===== src/rtl/alu_share_arbiter.sv =====
`default_nettype none
//------------------------------------------------------------------------------
// Module   : alu_share_arbiter
// Purpose  : Shares one combinational ALU between the two issue slots of the
//            dual-issue pipeline. One slot is granted per cycle, with
//            round-robin on conflict. The ALU result is captured in a one-entry
//            output register. That register is tagged with the winning slot and
//            drained by writeback through a valid/ready handshake.
// Revision : 1.0 - initial release
//
// Ports
//   clk, rst_n              clock, asynchronous active-low reset
//   s0_valid/s0_ready       slot 0 request handshake
//   s0_a, s0_b, s0_op       slot 0 operands and opcode
//   s1_*                    same as slot 0, for slot 1
//   alu_a, alu_b, alu_op    fields of the granted slot, driven to the ALU
//   alu_y                   combinational ALU result
//   res_valid/res_ready     result register handshake toward writeback
//   res_tag                 slot that produced the held result
//   res_data                held result
//   conflict_cnt            (ARB_STATS_EN only) saturating count of granted
//                           cycles in which both slots were requesting
//
// Optional build macro: ARB_STATS_EN
//------------------------------------------------------------------------------
module alu_share_arbiter #(
   parameter int WIDTH = 32,
   parameter int OPW   = 4
) (
   input  logic             clk,
   input  logic             rst_n,
   // slot 0
   input  logic             s0_valid,
   output logic             s0_ready,
   input  logic [WIDTH-1:0] s0_a,
   input  logic [WIDTH-1:0] s0_b,
   input  logic [OPW-1:0]   s0_op,
   // slot 1
   input  logic             s1_valid,
   output logic             s1_ready,
   input  logic [WIDTH-1:0] s1_a,
   input  logic [WIDTH-1:0] s1_b,
   input  logic [OPW-1:0]   s1_op,
   // shared ALU
   output logic [WIDTH-1:0] alu_a,
   output logic [WIDTH-1:0] alu_b,
   output logic [OPW-1:0]   alu_op,
   input  logic [WIDTH-1:0] alu_y,
`ifdef ARB_STATS_EN
   output logic [15:0]      conflict_cnt,
`endif
   // result register / writeback
   output logic             res_valid,
   input  logic             res_ready,
   output logic             res_tag,
   output logic [WIDTH-1:0] res_data
);

   //---------------------------------------------------------------------------
   // State
   //---------------------------------------------------------------------------
   logic             res_valid_q, res_valid_d;
   logic             res_tag_q,   res_tag_d;
   logic [WIDTH-1:0] res_data_q,  res_data_d;
   logic             last_grant_q, last_grant_d;

   //---------------------------------------------------------------------------
   // Grant decision
   //---------------------------------------------------------------------------
   logic w_can_accept;   // register empty, or draining on this edge
   logic w_both;         // both slots requesting
   logic w_gnt;          // some slot is granted (and therefore accepted)
   logic w_sel;          // which slot is granted (only meaningful with w_gnt)

   always_comb begin
      w_can_accept = !res_valid_q || res_ready;
      w_both       = s0_valid && s1_valid;
      // rst_n gating keeps the readys low while reset is asserted, even
      // though the (cleared) register would otherwise allow an accept.
      w_gnt        = rst_n && w_can_accept && (s0_valid || s1_valid);
      // On conflict the slot that did not win last time goes; otherwise
      // the lone requester goes.
      w_sel        = w_both ? ~last_grant_q : s1_valid;
   end

   // A ready is only raised toward a valid slot, so ready implies accept.
   assign s0_ready = w_gnt && !w_sel;
   assign s1_ready = w_gnt &&  w_sel;

   //---------------------------------------------------------------------------
   // ALU operand mux. Slot 0 is the idle default; nothing is captured then.
   //---------------------------------------------------------------------------
   always_comb begin
      alu_a  = '0;
      alu_b  = '0;
      alu_op = '0;
      if (rst_n) begin
         if (w_gnt && w_sel) begin
            alu_a  = s1_a;
            alu_b  = s1_b;
            alu_op = s1_op;
         end else begin
            alu_a  = s0_a;
            alu_b  = s0_b;
            alu_op = s0_op;
         end
      end
   end

   //---------------------------------------------------------------------------
   // Result register next state
   //---------------------------------------------------------------------------
   always_comb begin
      res_valid_d  = res_valid_q;
      res_tag_d    = res_tag_q;
      res_data_d   = res_data_q;
      last_grant_d = last_grant_q;
      if (w_gnt) begin
         // Covers the simultaneous drain+accept case: reload, stay valid.
         res_valid_d  = 1'b1;
         res_tag_d    = w_sel;
         res_data_d   = alu_y;
         last_grant_d = w_sel;
      end else if (res_valid_q && res_ready) begin
         // Plain drain: tag and data keep their last values.
         res_valid_d  = 1'b0;
      end
   end

   // last_grant resets to 1 so that slot 0 wins the first conflict.
   always_ff @(posedge clk or negedge rst_n) begin
      if (!rst_n) begin
         res_valid_q  <= 1'b0;
         res_tag_q    <= 1'b0;
         res_data_q   <= '0;
         last_grant_q <= 1'b1;
      end else begin
         res_valid_q  <= res_valid_d;
         res_tag_q    <= res_tag_d;
         res_data_q   <= res_data_d;
         last_grant_q <= last_grant_d;
      end
   end

   assign res_valid = res_valid_q;
   assign res_tag   = res_tag_q;
   assign res_data  = res_data_q;

`ifdef ARB_STATS_EN
   //---------------------------------------------------------------------------
   // Conflict statistics: saturating count of granted contested cycles
   //---------------------------------------------------------------------------
   localparam logic [15:0] c_CNT_MAX = 16'hFFFF;

   logic [15:0] conflict_cnt_q, conflict_cnt_d;

   always_comb begin
      conflict_cnt_d = conflict_cnt_q;
      if (w_gnt && w_both && (conflict_cnt_q != c_CNT_MAX)) begin
         conflict_cnt_d = conflict_cnt_q + 16'd1;
      end
   end

   always_ff @(posedge clk or negedge rst_n) begin
      if (!rst_n) begin
         conflict_cnt_q <= 16'd0;
      end else begin
         conflict_cnt_q <= conflict_cnt_d;
      end
   end

   assign conflict_cnt = conflict_cnt_q;
`endif

endmodule
`default_nettype wire

===== config.mk =====
export PLATFORM = sky130hd
export DESIGN_NAME = alu_share_arbiter
export DESIGN_NICKNAME = d
export VERILOG_FILES = /design/src/rtl/alu_share_arbiter.sv
export SDC_FILE = /design/constraint.sdc
export NUM_CORES = 1
export LEC_CHECK = 0
export ABC_CLOCK_PERIOD_IN_PS = 2500
export CAP_MARGIN = 20
export CORE_AREA = 2 2 108 110
export DETAILED_ROUTE_END_ITERATION = 8
export DIE_AREA = 0 0 110 112
export PLACE_DENSITY = 0.69
export SKIP_CTS_REPAIR_TIMING = 1
export SYNTH_ARGS = -nofsm -noshare
export SYNTH_HDL_FRONTEND = slang
export SYNTH_SLANG_ARGS = --single-unit

===== constraint.sdc =====
create_clock -name clk -period 2.5 [get_ports clk]
set_input_delay 0.75 -clock clk [delete_from_list [all_inputs] [get_ports clk]]
set_output_delay 0.75 -clock clk [all_outputs]
set_load 0.1 [all_outputs]

==> metrics list <==
- Cell with the biggest individual delay on the critical path: sky130_fd_sc_hd__and3_4
* Die Height: ~110 um
* CP Class: in2out
* Number of global-route vias before repair: between 3,000 and 4,000
* Number of nets produced by synthesis: around 500
- The number of hold violations in the final report was 0.
* Effective utilization at floorplan: 0.238
* Floorplan die width: 110 um
- Pin count of the biggest net entering global routing: between 50 and 60
- Simple-gate share of the synthesized area: 0.273
- Placed wire-length estimate after detailed placement: between 10 and 15 mm
* Violated checks: negative setup slack
- In this run the power density over the cells is roughly 600 nW/um2.
* Total length of routed wires: 13.7 mm
* Startpoint type of the worst setup path: input port
- Nets@finish: 781
- TritonCTS built the clock tree.
- Hold Slack: 0.476 ns
- The critical path contains buffers and inverters numbering 4 combined.
* Netlist area before placement: between 2000 and 3000 um2
- Endpoint kind of the worst setup timing path: output port
* GR Util All Layers: 0.206
- The Yosys step of the flow raised 0 warnings.
- Ranked by total cell area, the synthesized netlist is headed by sky130_fd_sc_hd__dfrtp_1, sky130_fd_sc_hd__nand4_1, sky130_fd_sc_hd__mux2_4.
- Counting flops with a built-in enable in the synthesized netlist gives 0.
* Xor and xnor area share after synthesis: 0
* Vias per inst: just under 5
* Cell-by-cell trace of the critical path: buf_6 > a21boi_4 > and3_4 > buf_6 > buf_12 > o21ai_4 > buf_12
- Data arrival time of the critical path: roughly 1.9 ns
* Number of placed I/O pins: roughly 280
- Highest clock frequency the design can meet: between 0.3 and 0.4 GHz
* Cell leakage power: between 3 and 4 nW
- Util after Layout: 0.683
- At the end of routability-driven placement, the weighted congestion stood at 0.855.
- The first detailed-routing pass ran for 4 iterations.
* Core area: 11,200 um2
- Clock skew on the completed layout was measured at ~0.0039 ns.
- Number of sinks driven by the clock tree: 35
- The routed design could run at a clock period as short as around 2.6 ns.
- Maximum count of clock buffers along a single path: 2
- Synthesis instantiated 19 different standard cells from the library.
- Overflow after GRT: 0
* Number of instances in the synthesized netlist: ~320
- Global-route wire length before repair: between 15 and 20 mm
- For this block, the via count after detailed routing is between 3,000 and 4,000.
* Number of port buffers: 276
* Fraction of met2 tracks used by global routing: 0.375
- H-Tree Depth: 2
* Final setup margin: -0.135 ns
- Met1 demand-to-capacity share in global routing: 0.235
- The number of pins exceeding their max-slew limit in the final report came to 0.
* Initial antenna violation count: 0
* Mux cell area share after synthesis: 0.180
- For the worst setup path, the data required time is 1.75 ns.
* Number of max-capacitance violations reported: 0
* Syn avg cell area: between 8 and 9 um2
- In this run, the number of DRC markers left after iteration 0 of detailed routing was about 190.
- Final setup vio count: roughly 70
- Cell family with the largest share of critical-path delay: buffers and inverters
* Leading cell type by number of instances after synthesis: sky130_fd_sc_hd__nand2_1
- The die covers around 12,000 um2.
* Clock latency of the later-clocked register in the worst-skew pair: around 0.27 ns
- The tree is rooted in a sky130_fd_sc_hd__clkbuf_16.
* Area share of the largest cell type after synthesis: 0.320
- Row generation in the floorplan step produced 39 rows.
- Relative to the synthesized area, the layout overhead comes to 188%.
- Main combinational cell family by area after synthesis: simple AND/OR/NAND/NOR gates
- Maximum vdd drop: 0.570 mV
* CP max stage delay: approximately 0.27 ns
* Highest fanout seen on the critical path: 8
* Share of synthesized cell area in full adder, half adder and majority cells: 0
- Setup repair after global routing could not meet its margin everywhere.
* Slew of the pin with the lowest slew margin: 0.591 ns
- Counting instances in the post-synthesis netlist gives the leading cell types as sky130_fd_sc_hd__nand2_1, sky130_fd_sc_hd__nand4_1, sky130_fd_sc_hd__o21ai_0, sky130_fd_sc_hd__dfrtp_1, sky130_fd_sc_hd__mux2_4.
* Post-synthesis register bit count: 35
- Worst-case headroom to the max-slew limit: 0.606
- After detailed routing, the average wire length per cell comes to between 15 and 20 um.
- The worst hold path belongs to the class in2async.
- For met3 alone, demand over resource in global routing was 0.0539.
- Largest area contributor in the synthesized netlist: sky130_fd_sc_hd__dfrtp_1
- Post-route DRC violation count: 0
- After synthesis, the share of flip-flops with an asynchronous set or reset is 1.00.
- Share of the cycle needed by the critical path after routing: 1.05
- Num CTS Buffers: 5
* Sequential element share of the synthesized area: 0.330
* Clock transition at the registers of the reported paths: around 0.050 ns
* Dominant synthesized flop cell: sky130_fd_sc_hd__dfrtp_1
- Post-route ant nets: 0
* Status: finished, violations left
* Peak-usage layer in the global routing report: met2
- In the final layout, the share of cells above drive strength 1 is 0.440.
- Post-synthesis compound-gate area fraction: 0.137
- Antenna diodes: 0
## layout by cell type (no fill, tap or decap), drive strengths merged
cell type        n
a21boi           1
and3             1
buf            146
bufinv           1
clkbuf          11
clkdlybuf4s50  168
clkinv           2
dfrtp           34
dfstp            1
inv              1
mux2            33
nand2           69
nand2b           1
nand4           68
nor2b            2
o21ai           69
o21bai           1
## per-layer routing
layer | share of wire | vias up
li1 | - | 1752
met1 | 0.38 | 1766
met2 | 0.53 | 164
met3 | 0.074 | 16
met4 | 0.017 | 0
met5 | 0 | -
## worst paths after layout
path / startpoint / to / slack (ns) / cells past startpoint
hold reg to reg: res_data[15] / res_data[15] / 0.51 / 1
min in group clk: res_data[15] / res_data[15] / 0.51 / 1
setup / recovery: s0_valid / alu_b[9] / -0.13 / 7
setup reg to reg: res_valid / res_data[14] / 0.52 / 5
max in group asynchronous: rst_n / res_data[4] / 1.49 / 3
hold / removal: rst_n / res_data[17] / 0.48 / 2
## layout make-up
cell class	count	area, um2
timing repair buffer	320	4060
fill	809	3540
multi-input combinational	245	2350
sequential	35	878
tap	143	179
clock buffer	5	125
clock inverter	3	43.8
inverter	1	3.75
## where the power goes
part	internal, mW	switching [mW]	total, mW
registers	0.672	0.0601	0.732
clock network	0.469	0.218	0.687
logic	1.15	2.03	3.18
total	2.29	2.31	4.60
## worst register-to-register path, delay by kind of cell, from the launching register on
family / cells / cell delay (ns)
multiplexers: 1 / 0.43
buffers and inverters: 2 / 0.72
AND/OR/NAND/NOR: 2 / 0.30
flip-flops: 1 / 0.42
## cells by family (layout without fill, tap and decap cells)
logic type      count (synthesis)  after routing
flops                          35             35
compound gates                 71             71
buf+inv                        43            329
mux                            33             33
simple gates                  141            141
## flip-flops by register name, summed over array words and instances (netlist names)
| name | count |
|---|---|
| last_grant_q | 1 |
| res_data | 32 |
| res_tag | 1 |
| res_valid | 1 |
## metrics by stage
stage          cell area [um2]  TNS [ns]  std cells  power [mW]  setup WS, ns
4_1_cts                   7360    -36.86        737        4.56        -0.557
2_1_floorplan             3510    -17.64        323        2.79        -0.283
6_report                  7640     -6.73        752        4.60        -0.135
3_5_place_dp              7190    -44.85        729        3.85        -0.535
3_3_place_gp              7190    -45.37        729        3.83        -0.547
5_1_grt                   7640     -9.71        752        4.76        -0.182
No activity file was read; power rests on OpenSTA's default activity.
